**src/rtl/ssa_split_sequencer.sv**
```systemverilog
// Front-end sequencer for the SSA multiplier: splits an operand pair into zero-extended
// pieces and streams 2N points per operand (pieces first, then zero padding).
module ssa_split_sequencer #(
  parameter int IN_W    = 8,
  parameter int PIECE_W = 2,
  parameter int PAD_W   = 12,
  localparam int N      = IN_W / PIECE_W,
  localparam int IDX_W  = $clog2(2 * N)
) (
  input  logic               clk,
  input  logic               rst_n,
  input  logic               in_valid,
  output logic               in_ready,
  input  logic [IN_W-1:0]    in_a,
  input  logic [IN_W-1:0]    in_b,
  output logic               out_valid,
  input  logic               out_ready,
  output logic [PAD_W-1:0]   out_a,
  output logic [PAD_W-1:0]   out_b,
  output logic [IDX_W-1:0]   out_idx,
  output logic               out_last,
  output logic               busy
);

  localparam logic [IDX_W-1:0] LAST_IDX = IDX_W'(2 * N - 1);

  if (IN_W % PIECE_W != 0) begin : g_chk_split
    $error("IN_W must be a multiple of PIECE_W");
  end
  if (PAD_W < PIECE_W) begin : g_chk_pad
    $error("PAD_W must be at least PIECE_W");
  end

  typedef enum logic {IDLE, STREAM} state_t;

  state_t             state_reg;
  logic [IN_W-1:0]    a_reg;
  logic [IN_W-1:0]    b_reg;
  logic               accept;
  logic               fire;
  logic [IDX_W-1:0]   idx_next;
  logic [IN_W-1:0]    src_a;
  logic [IN_W-1:0]    src_b;
  logic [PIECE_W-1:0] piece_a [N];
  logic [PIECE_W-1:0] piece_b [N];
  logic [PAD_W-1:0]   point_a_next;
  logic [PAD_W-1:0]   point_b_next;

  // out_ready reaches in_ready combinationally so a new pair can land on the last beat.
  assign in_ready = (state_reg == IDLE) || (state_reg == STREAM && out_last && out_ready);
  assign accept   = in_valid && in_ready;
  assign fire     = out_valid && out_ready;
  assign idx_next = accept ? '0 : out_idx + IDX_W'(1);
  assign src_a    = accept ? in_a : a_reg;
  assign src_b    = accept ? in_b : b_reg;

  genvar gi;
  for (gi = 0; gi < N; gi++) begin : g_piece
    assign piece_a[gi] = src_a[gi*PIECE_W +: PIECE_W];
    assign piece_b[gi] = src_b[gi*PIECE_W +: PIECE_W];
  end

  // Indices N..2N-1 match no piece and fall through to the zero padding.
  always_comb begin
    point_a_next = '0;
    point_b_next = '0;
    for (int i = 0; i < N; i++) begin
      if (idx_next == IDX_W'(i)) begin
        point_a_next = PAD_W'(piece_a[i]);
        point_b_next = PAD_W'(piece_b[i]);
      end
    end
  end

  always_ff @(posedge clk or negedge rst_n) begin
    if (!rst_n) begin
      state_reg <= IDLE;
      a_reg     <= '0;
      b_reg     <= '0;
      out_valid <= 1'b0;
      out_a     <= '0;
      out_b     <= '0;
      out_idx   <= '0;
      out_last  <= 1'b0;
      busy      <= 1'b0;
    end else if (accept || (fire && !out_last)) begin
      state_reg <= STREAM;
      out_valid <= 1'b1;
      busy      <= 1'b1;
      out_idx   <= idx_next;
      out_a     <= point_a_next;
      out_b     <= point_b_next;
      out_last  <= (idx_next == LAST_IDX);
      if (accept) begin
        a_reg <= in_a;
        b_reg <= in_b;
      end
    end else if (fire) begin
      state_reg <= IDLE;
      out_valid <= 1'b0;
      busy      <= 1'b0;
      out_idx   <= '0;
      out_a     <= '0;
      out_b     <= '0;
      out_last  <= 1'b0;
    end
  end

endmodule

```
**config.mk**
```make
export PLATFORM = sky130hd
export DESIGN_NAME = ssa_split_sequencer
export DESIGN_NICKNAME = d
export VERILOG_FILES = /design/src/rtl/ssa_split_sequencer.sv
export SDC_FILE = /design/constraint.sdc
export NUM_CORES = 1
export LEC_CHECK = 0
export ABC_CLOCK_PERIOD_IN_PS = 2000
export CAP_MARGIN = 5
export CORE_MARGIN = 2
export CORE_UTILIZATION = 40
export DETAILED_ROUTE_END_ITERATION = 10
export MAX_ROUTING_LAYER = met4
export PLACE_DENSITY = 0.69
export SLEW_MARGIN = 30
export SYNTH_ARGS = -nofsm -noshare
export SYNTH_HDL_FRONTEND = slang
export SYNTH_SLANG_ARGS = --single-unit
```
**constraint.sdc**
```tcl
create_clock -name clk -period 2 [get_ports clk]
set_input_delay 0.3 -clock clk [delete_from_list [all_inputs] [get_ports clk]]
set_output_delay 0.3 -clock clk [all_outputs]
set_load 0.02 [all_outputs]
```
; ---- Yosys cells after proc, flatten, opt, wreduce, memory -nomap -nowiden
; Cells that the tools add are included.
[op_classes]
add_sub_neg = 1
n_eq_ne = 4
mux = 19
bitwise_logic = 1
n_reduce_logical = 10
[ops]
columns = cell, count
row1 = $mux W12, 7
row2 = $mux W8, 2
row3 = $mux W3, 3
row4 = $mux W2, 4
row5 = $eq A3 B2 Y1 const B, 2
row6 = $logic_and A1 B1 Y1, 5
row7 = $add A3 B1 Y3 const B, 1
row8 = $eq A3 B1 Y1 const B, 1
row9 = $eq A3 B3 Y1 const B, 1
row10 = $logic_not A3 Y1, 1
row11 = $mux W1, 3
row12 = $logic_or A1 B1 Y1, 2
row13 = $reduce_bool A2 Y1, 1
row14 = $logic_not A1 Y1, 1
row15 = $not A1 Y1, 1
[word_totals]
reg_bits = 45
wordCells = 42

; ---- Logic depth before layout (Yosys ltp)
; Gate-level depths: netlist of run 1.
[depth]
word_depth = 11
ltp_mapped = 6

; ---- Worst setup path before layout of run 1
; OpenSTA, ideal clock, no wires.
[synth_path]
kind = reg2reg
start = register out_idx[0]
end = register out_a[1]
arrival_ns = 1.654
slack_ns = 0.214
path_stages_with_launch = 6
path_buffers = 0
period_less_slack_ns = 1.786
cell_sequence = dfrtp_1 ha_1 xor2_1 or4b_4 o21ai_1 a32oi_1
[synth_between]
elab_chain_cells = 8
[synth_rtl]
columns = element, line
row1 = "start, declared", 20  ; output logic [IDX_W-1:0] out_idx,
row2 = "start signal, assigned", 90  ; out_idx <= idx_next;
row3 = $add A3 B1 Y3 (*), 53  ; assign idx_next = accept ? '0 : out_idx + IDX_W'(1);
row4 = $mux W3 (*), 53
row5 = $logic_not A3 Y1, 68  ; if (idx_next == IDX_W'(i)) begin
row6 = $mux W2 (2 in series), 68
row7 = $mux W12, 68
row8 = $mux W12 (*), 68
row9 = $mux W12 (*), 86  ; end else if (accept || (fire && !out_last)) begin
row10 = "end signal, assigned", 91  ; out_a <= point_a_next;
row11 = "end, declared", 18  ; output logic [PAD_W-1:0] out_a,
; Every way passes the cells marked *; elsewhere a longest branch is shown, timed or not.
; A chain may end at the register's enable or synchronous reset.

; ---- Worst setup path after layout of run 1
[layout_path]
start = input out_ready
end = output in_ready
[layout_between]
elab_chain_cells = 2
[layout_rtl]
columns = element, line
row1 = "start, declared", 17  ; input logic out_ready,
row2 = $logic_and A1 B1 Y1, 50  ; assign in_ready = (state_reg == IDLE) || (state_reg == STREAM && out_last && out_ready);
row3 = $logic_or A1 B1 Y1, 50
row4 = "end, declared", 13  ; output logic in_ready,
; No other way between the ends.

==> flow_summary.toml, run 1 <==
[power_and_ir_drop]
power_density_nw_per_um2 = 1300
peakVddDrop_v = 0.000549
clkPwrFrac_pct = 12.5
p_switching_mw = 0.928
pwr-share-seq_pct = 36.1
swShare_pct = 38.3
pwr-share-comb_pct = 51.3
internal_power_mw = 1.50
finalPower_mw = 2.42
power_leakage_nw = 0.830

[sta]
hold_viol = 0
fmax_mhz = 532
setup-violations-final = 0
fin_crit_ns = 1.88
setup-tns-final_ns = 0
maxSlewViolCount = 0
whs_ns = 0.382
rsz0062_at_grt = "no"
fin_crit_sh_pct = 94.0
clock_skew_ns = 0.00233

[floorplan]
coreArea_um2 = 3660
start_util_pct = 41.4
dieWidth_um = 65.5
pin_count = 51
row_count = 22
die_y_um = 65.5
dieArea_um2 = 4300

[clock_tree]
hold_buffers = 0
cts_tree = "built"
ctsResizeCount = 0
cts.sinks = 25
cts_buffers = 3
clock_latency_ns = 0.27
clockBufferDepth = 2
post_cts.repair.setup_buffers = 0
cts_root_buf = "clkbuf_8"
clk_transition_reported_paths_ns = 0.09
ctsHtreeMaxLevel = 1

[synth]
yosysTopAreaCellShare_pct = 41.3
avgSynthCellArea_um2 = 9.84
async_flop_share_pct = 100
synth-main-ff-cell = "dfrtp_1"
ys_top_cells_by_area = "dfrtp_1, mux2_2, buf_4"
synthCells = 154
yosys-top-cells-count = "dfrtp_1, buf_4, mux2_2, nand2_1, o21ai_0"
yosysSeqAreaShare_pct = 41.3
synth_top_area_cell = "dfrtp_1"
synth_edf_count = 0
synth-warning-count = 0
syn_area_um2 = 1520
synth.distinct_cells = 30
post-synth-top-count-cell = "dfrtp_1"
ys_ff_latch = 25

[critical_path]
rr_startpoint = "out_idx[1]"
arrival_ns = 1.58
worst_setup_path_end_kind = "primary output"
cpPeakStageDelay_ns = 0.61
r2r_cells = 5
startpoint_type = "primary input"
worst_path_most_repeated_cell = "clkdlybuf4s50_1"
cp_max_fo = 5
cp_slowest_cell = "clkdlybuf4s50_1"
reg2reg_to = "out_a[1]"
crit_required_ns = 1.70
crit_type = "primary input to primary output"
crit_chain = "clkdlybuf4s50_1 > a21bo_2 > clkdlybuf4s50_1"
rrSetupSlack_ns = 0.22

[global_route]
met1_usage_pct = 20.8
grt_use_met3_pct = 3.08
first_global_vias = 1081
grtUsageTotal_pct = 16.1
grt_pass1_wl_mm = 5.12
grt_overflow = 0
antenna_found_initial = 0
grt_use_met2_pct = 25.4
grt_most_used_layer = "met2"
grt_start_max_net_pins = 26

[routing]
postRouteAntennaNets = 0
num_vias = 1192
viasPerCell = 5.09
dr.pass1.iters = 4
wl_per_cell_um = 13.2
wl_mm = 3.09
drt_iter0_drc = 41
post-route-drc-count = 0

[cells_and_area]
layout-drive-gt1-share_pct = 16.1
nets = 208
diodes = 0
syn2layout_area_growth_pct = 22.9
stdcell_count = 234

[hold_path]
hold_class = "primary input to asynchronous set/reset pin"

[placement]
place_congestion = 0.780
place_inst = 230
port_buffers = 30
dp_hpwl_mm = 2.22

[run_status]
status = "finished, final reports clean"

[run]
cap_violations = 0
-- how the worst max path moves through the flow --
| stage | from | to | slack, ns | cells after the start |
|---|---|---|---|---|
| after floorplan | out_idx[0] | out_a[1] | 0.21 | 5 |
| after global placement | out_ready | in_ready | 0.13 | 3 |
| after detailed placement | out_ready | in_ready | 0.12 | 3 |
| after CTS | out_ready | in_ready | 0.11 | 3 |
| after global routing | out_ready | in_ready | 0.08 | 3 |
| final | out_ready | in_ready | 0.12 | 3 |
-- layer usage --
metal  vias up  wire length, µm
li1        569                -
met1       571             1400
met2        46             1470
met3         6              176
met4         0               47
met5         -                0
-- metrics by stage --
| stage | setup slack, ns | area (µm²) | util (%) |
|---|---|---|---|
| after floorplan | 0.214 | 1590 | - |
| after global placement | 0.132 | 1820 | 49.6 |
| after detailed placement | 0.120 | 1820 | 49.6 |
| after CTS | 0.111 | 1860 | 50.9 |
| after global routing | 0.0790 | 1860 | 50.9 |
| final | 0.121 | 1860 | 50.9 |
-- worst max-delay path, delay by kind of cell --
kind / cells / cell delay [ns]
buf+inv: 2 / 1.09
compound gates: 1 / 0.19
-- cell families after synthesis --
kind of cell    Yosys count  synth area share (%)
compound gates           40                  16.4
buf+inv                  33                  14.4
simple gates             32                  11.1
flops                    25                  41.3
mux                      21                  15.2
fa+ha+maj                 1                 0.826
other cells               1                 0.247
xor+xnor                  1                 0.578
-- power groups by stage --
stage	Sequential, mW	Combinational, mW	Clock [mW]
2_1_floorplan	0.929	0.820	0
3_3_place_gp	0.873	1.23	0
3_5_place_dp	0.889	1.26	0
4_1_cts	0.878	1.26	0.308
5_1_grt	0.912	1.38	0.330
6_report	0.876	1.24	0.304
-- cell type report --
cell class	instances	area [µm²]
clock buffer	4	45.0
fill	357	1800
inverter	4	15.0
multi-input combinational	115	743
sequential	25	626
tap	48	60.1
timing repair buffer	38	373
-- cells in the final DEF, fill, tap and decap left out, types with 2 or more instances in the layout --
cell type        synthesis  final
a21oi_1                  7      7
a22o_1                   3      3
a22oi_1                  2      2
a32oi_1                  3      3
and3b_1                  2      2
buf_4                   22      7
clkbuf_8                 0      3
clkdlybuf4s50_1          0     30
conb_1                   1     20
dfrtp_1                 25     25
inv_1                    4      4
mux2_2                  16     16
mux2i_1                  5      5
nand2_1                 13     13
nand2b_1                 4      4
nand3b_1                 2      2
nor2_1                   7      7
o21ai_0                 10     10
o21ai_1                  5      5
o21bai_1                 3      3
o22ai_1                  5      5
Power figures use the tool's default switching activity.
==> inputs of run 2 (changes only) <==
- HOLD_SLACK_MARGIN: not set -> 0.15
==> results of run 2 <==
Same layout as run 1: the final DEF is identical, and so are final timing and power.
